==> config.mk <==
export PLATFORM = sky130hd
export DESIGN_NAME = fetch_stage
export DESIGN_NICKNAME = d
export VERILOG_FILES = /design/src/rtl/fetch_stage.sv
export SDC_FILE = /design/constraint.sdc
export NUM_CORES = 1
export LEC_CHECK = 0
export BUFFER_PORTS_ARGS = -buffer_cell sky130_fd_sc_hd__buf_2
export CAP_MARGIN = 0
export CORE_AREA = 2 2 117 141
export DETAILED_ROUTE_END_ITERATION = 8
export DIE_AREA = 0 0 119 143
export PLACE_DENSITY = 0.81
export SYNTH_ARGS = -nofsm -noshare
export SYNTH_HDL_FRONTEND = slang
export SYNTH_SLANG_ARGS = --single-unit
==> constraint.sdc <==
create_clock -name CLK -period 2 [get_ports CLK]
set_input_delay 0.2 -clock CLK [delete_from_list [all_inputs] [get_ports CLK]]
set_output_delay 0.2 -clock CLK [all_outputs]
set_load 0.02 [all_outputs]
==> src/rtl/fetch_stage.sv <==
// Instruction-fetch stage: owns the PC, issues icache reads, and holds the IF/ID register.
// A one-entry skid buffer keeps a word that returns while decode is stalled.
module fetch_stage #(
    parameter logic [31:0] PC_INIT   = 32'h0000_0000,
    parameter logic [31:0] NOP_INSTR = 32'h0000_0000
) (
    input  logic        CLK,
    input  logic        nRST,
    input  logic        ihit,
    input  logic [31:0] iload,
    output logic        imemREN,
    output logic [31:0] imemaddr,
    input  logic        pcEN,
    input  logic        fdEN,
    input  logic        fd_flush,
    input  logic        redirect,
    input  logic [31:0] redirect_pc,
    input  logic        halt,
    output logic [31:0] instr_out,
    output logic [31:0] pcplus4_out,
    output logic        valid_out
);

    localparam int unsigned XLEN = 32;
    localparam logic [XLEN-1:0] ALIGN_MASK = ~XLEN'(3);

    typedef enum logic [1:0] {
        S_FETCH  = 2'd0,
        S_HOLD   = 2'd1,
        S_HALTED = 2'd2
    } state_t;

    state_t            r_state,      w_state_nxt;
    logic [XLEN-1:0]   r_pc,         w_pc_nxt;
    logic [XLEN-1:0]   r_skid_instr, w_skid_instr_nxt;
    logic [XLEN-1:0]   r_skid_pc4,   w_skid_pc4_nxt;
    logic [XLEN-1:0]   r_instr,      w_instr_nxt;
    logic [XLEN-1:0]   r_pc4,        w_pc4_nxt;
    logic              r_valid,      w_valid_nxt;
    logic [XLEN-1:0]   w_pc_plus4;
    logic              w_accept;

    assign w_pc_plus4 = r_pc + XLEN'(4);
    assign w_accept   = ihit & pcEN;

    assign imemaddr    = r_pc;
    assign imemREN     = (r_state == S_FETCH);
    assign instr_out   = r_instr;
    assign pcplus4_out = r_pc4;
    assign valid_out   = r_valid;

    always_ff @(posedge CLK or negedge nRST) begin
        if (!nRST) begin
            r_state      <= S_FETCH;
            r_pc         <= PC_INIT & ALIGN_MASK;
            r_skid_instr <= '0;
            r_skid_pc4   <= '0;
            r_instr      <= NOP_INSTR;
            r_pc4        <= '0;
            r_valid      <= 1'b0;
        end else begin
            r_state      <= w_state_nxt;
            r_pc         <= w_pc_nxt;
            r_skid_instr <= w_skid_instr_nxt;
            r_skid_pc4   <= w_skid_pc4_nxt;
            r_instr      <= w_instr_nxt;
            r_pc4        <= w_pc4_nxt;
            r_valid      <= w_valid_nxt;
        end
    end

    // Priority: halted/halt freezes everything, then redirect, then per-state fetch actions.
    always_comb begin
        w_state_nxt      = r_state;
        w_pc_nxt         = r_pc;
        w_skid_instr_nxt = r_skid_instr;
        w_skid_pc4_nxt   = r_skid_pc4;
        w_instr_nxt      = r_instr;
        w_pc4_nxt        = r_pc4;
        w_valid_nxt      = r_valid;

        if (r_state == S_HALTED) begin
            w_state_nxt = S_HALTED;
        end else if (halt) begin
            w_state_nxt = S_HALTED;
        end else begin
            if (redirect) begin
                // Skid is emptied by leaving HOLD; its contents are never delivered.
                w_pc_nxt    = redirect_pc & ALIGN_MASK;
                w_state_nxt = S_FETCH;
            end else begin
                case (r_state)
                    S_FETCH: begin
                        if (w_accept) begin
                            w_pc_nxt = w_pc_plus4;
                            if (fdEN) begin
                                w_instr_nxt = iload;
                                w_pc4_nxt   = w_pc_plus4;
                                w_valid_nxt = 1'b1;
                            end else begin
                                w_skid_instr_nxt = iload;
                                w_skid_pc4_nxt   = w_pc_plus4;
                                w_state_nxt      = S_HOLD;
                            end
                        end else if (fdEN) begin
                            w_instr_nxt = NOP_INSTR;
                            w_valid_nxt = 1'b0;
                        end
                    end
                    S_HOLD: begin
                        if (fdEN) begin
                            w_instr_nxt = r_skid_instr;
                            w_pc4_nxt   = r_skid_pc4;
                            w_valid_nxt = 1'b1;
                            w_state_nxt = S_FETCH;
                        end
                    end
                    default: w_state_nxt = r_state;
                endcase
            end

            if (fd_flush) begin
                w_instr_nxt = NOP_INSTR;
                w_pc4_nxt   = '0;
                w_valid_nxt = 1'b0;
            end
        end
    end

endmodule
==> summary.txt <==
first-pass GRT wire length - 30900 um
register area share after synthesis - 0.526
Final Hold Fails - 0
CTS HTree Levels - 4
Layout Nets - 978
iteration-0 DRC count of the detailed router - 511
Critical Path AT - 2180 ps
CP top delay family - simple AND/OR/NAND/NOR gates
worst path cell trace - and3_1 -> nand2_1 -> nor3_1 -> xnor2_1 -> o21ai_0
Worst path depth - 5
final count of negative-setup-slack endpoints - 0
cell taking the most area after synthesis - dfrtp_1
GR Overflow Total - 0
leakage power total - 0.00447 uW
top cells by area, synth - dfrtp_1 53%, a22oi_1 5.4%, o21ai_0 5.3%
Die X - 119 um
initial core utilization - 0.483
EDFF count, synth - 0
post-synth top area share - 0.526
clk_lat worst skew - 420 ps
PortBufs - 165
CP Max Fanout - 8
Crit Path Category - flop to flop
Final ANT Viol Nets - 0
Async SR Flop Fraction - 1.00
DP Wirelength - 13400 um
FF+latch count, synth - 158
Pins Over Slew Limit - 0
Via Count - 6357
vias in the first global route - 6193
CTS root buf - clkbuf_16
Slew HR - 0.609
CTS buffer count - 17
Post-synth top cells - 158 x dfrtp_1, 98 x nand2_1, 80 x o21ai_0
Critical Path Max Stage Delay - 490 ps
Setup crit end - r_skid_pc4[23]$_DFFE_PN0P_
Die ar. - 17000 sq um
CP startpoint kind - flop
Critical R2R Capture - r_skid_pc4[23]$_DFFE_PN0P_
initial antenna violation count - 0
IO Count - 170
Syn Std Cell Area - 7520 sq um
Final period util - 0.950
worst clock skew - 6.67 ps
CP Capture Type - flop
Least-Margin Pin Slew - 586 ps
Clock Sinks - 158
Inst Count DP - 1092
wire per inst - 17.1 um
DRC viols - 0
worst-case reg-to-reg path depth - 5
Ys Warns - 0
TNS Setup - 0 ps
Post-Synthesis Cells - 738
CTS tree - built
Final Non-Filler Cells - 1124
via/cell ratio - 5.66
Max Cap Violations - 0
TritonRoute pass-1 iters - 4
count leader, synth - dfrtp_1
Max Fclk - 526 MHz
Slowest-stage cell, CP - nor3_1
share of cells above drive strength 1 - 0.324
largest net degree at the start of global routing - 65
crit path from - imemaddr[10]$_DFFE_PN0P_
placer congestion estimate - 0.861
clk slew on worst S/H paths - 60 ps
Synth-to-Final Area Change - 24.8%
WL final - 19300 um
CP required - 2270 ps
Util after Layout - 0.602
final worst path period need - 1900 ps
core region area - 15600 sq um
Antenna Cells - 0
Top FF cell, synth - dfrtp_1
reg2reg start - imemaddr[10]$_DFFE_PN0P_
Fillers - 1265
chip height - 143 um
Netlist cell types - 56
reg2reg setup slack - 100 ps
Worst Hold Class - primary input to flop
Peak VDD IR - 536 uV
clock buffer depth - 2
Crit path buffers/inverters - 0
synthesized area per cell - 10.2 sq um
Cell Pwr Density - 759 nW/um^2
outcome - complete, no violations
gr usage total - 0.229
row count - 50
[worst register-to-register path: cells and delay by family, from the launching register on]
family | cells | cell delay, ps
simple gates | 3 | 1050
flops | 1 | 360
xor+xnor | 1 | 220
compound gates | 1 | 130
[metal layers]
layer / track usage / up-vias / wire [um]
met5: 0 / - / 0
met4: 0.0695 / 0 / 352
met3: 0.0559 / 25 / 1000
met2: 0.381 / 204 / 9470
met1: 0.296 / 3097 / 8430
li1: - / 3031 / -
[what timing repair did]
action | 4_1_cts | 5_1_grt
hold buffers | 1 | 0
endpoints found under the hold margin | 49 | 0
resized for setup | 0 | 9
endpoints found under the setup margin | 0 | 28
setup buffers | 0 | 1
[stage by stage]
| step | instance area [sq um] | total power [uW] | hold slack, ps | setup WS, ps |
|---|---|---|---|---|
| 3_5_place_dp | 8750 | 3970 | 197 | 38.4 |
| 4_1_cts | 9340 | 7170 | 9.69 | 2.60 |
| 5_1_grt | 9380 | 7370 | 10.1 | -15.5 |
| 2_1_floorplan | 7530 | 3650 | -95.6 | 1.12 |
| 6_report | 9380 | 7120 | 27.1 | 99.5 |
| 3_3_place_gp | 8750 | 3950 | 192 | 114 |
[worst min-delay path by stage]
stage / from / to / slack [ps] / cells after the start
5_1_grt: iload[10] / r_skid_instr[10]$_DFFE_PN0P_ / 10 / 2
4_1_cts: iload[11] / r_skid_instr[11]$_DFFE_PN0P_ / 10 / 2
3_5_place_dp: nRST / instr_out[0]$_DFFE_PN0P_ / 200 / 1
6_report: iload[1] / r_skid_instr[1]$_DFFE_PN0P_ / 30 / 2
3_3_place_gp: nRST / instr_out[0]$_DFFE_PN0P_ / 190 / 1
2_1_floorplan: nRST / imemaddr[10]$_DFFE_PN0P_ / -100 / 0
[cell families (layout without fill, tap and decap cells)]
logic type	after synthesis	in the layout	share of synthesized area
simple gates	195	195	0.128
xor+xnor	28	28	0.0326
fa+ha+maj	1	1	0.00166
buf+inv	71	248	0.0398
mux	36	36	0.0534
flops	158	158	0.526
compound gates	248	248	0.218
other cells	1	2	0.000499
[report_power, final]
group	internal, uW	switching, uW	leakage, uW	total [uW]
Sequential	3260	51.7	0.00216	3310
Clock	1920	1290	0.000288	3210
Combinational	230	372	0.00202	602
Total	5410	1710	0.00447	7120
[layout by cell type (no fill, tap or decap), drive strengths merged, types with 20 or more instances in the layout]
master / count
mux2: 33
a22oi: 54
xnor2: 24
dfrtp: 158
nand2: 98
nor2: 32
clkbuf: 20
o21ai: 83
o31ai: 33
buf: 206
[registers in the layout (all words and copies together) (netlist names)]
register / cells
imemaddr: 30
instr_out: 32
pcplus4_out: 31
r_skid_instr: 32
r_skid_pc4: 30
r_state: 2
valid_out: 1
[layout make-up]
cell class / count / area [sq um] / area share
clock buffer: 20 / 467 / 0.0497
clock inverter: 10 / 114 / 0.0121
inverter: 11 / 41.3 / 0.00440
multi-input combinational: 510 / 3330 / 0.355
sequential: 158 / 3960 / 0.422
tap: 208 / 260 / 0.0277
timing repair buffer: 207 / 1210 / 0.129
(Power assumes the default switching activity.)
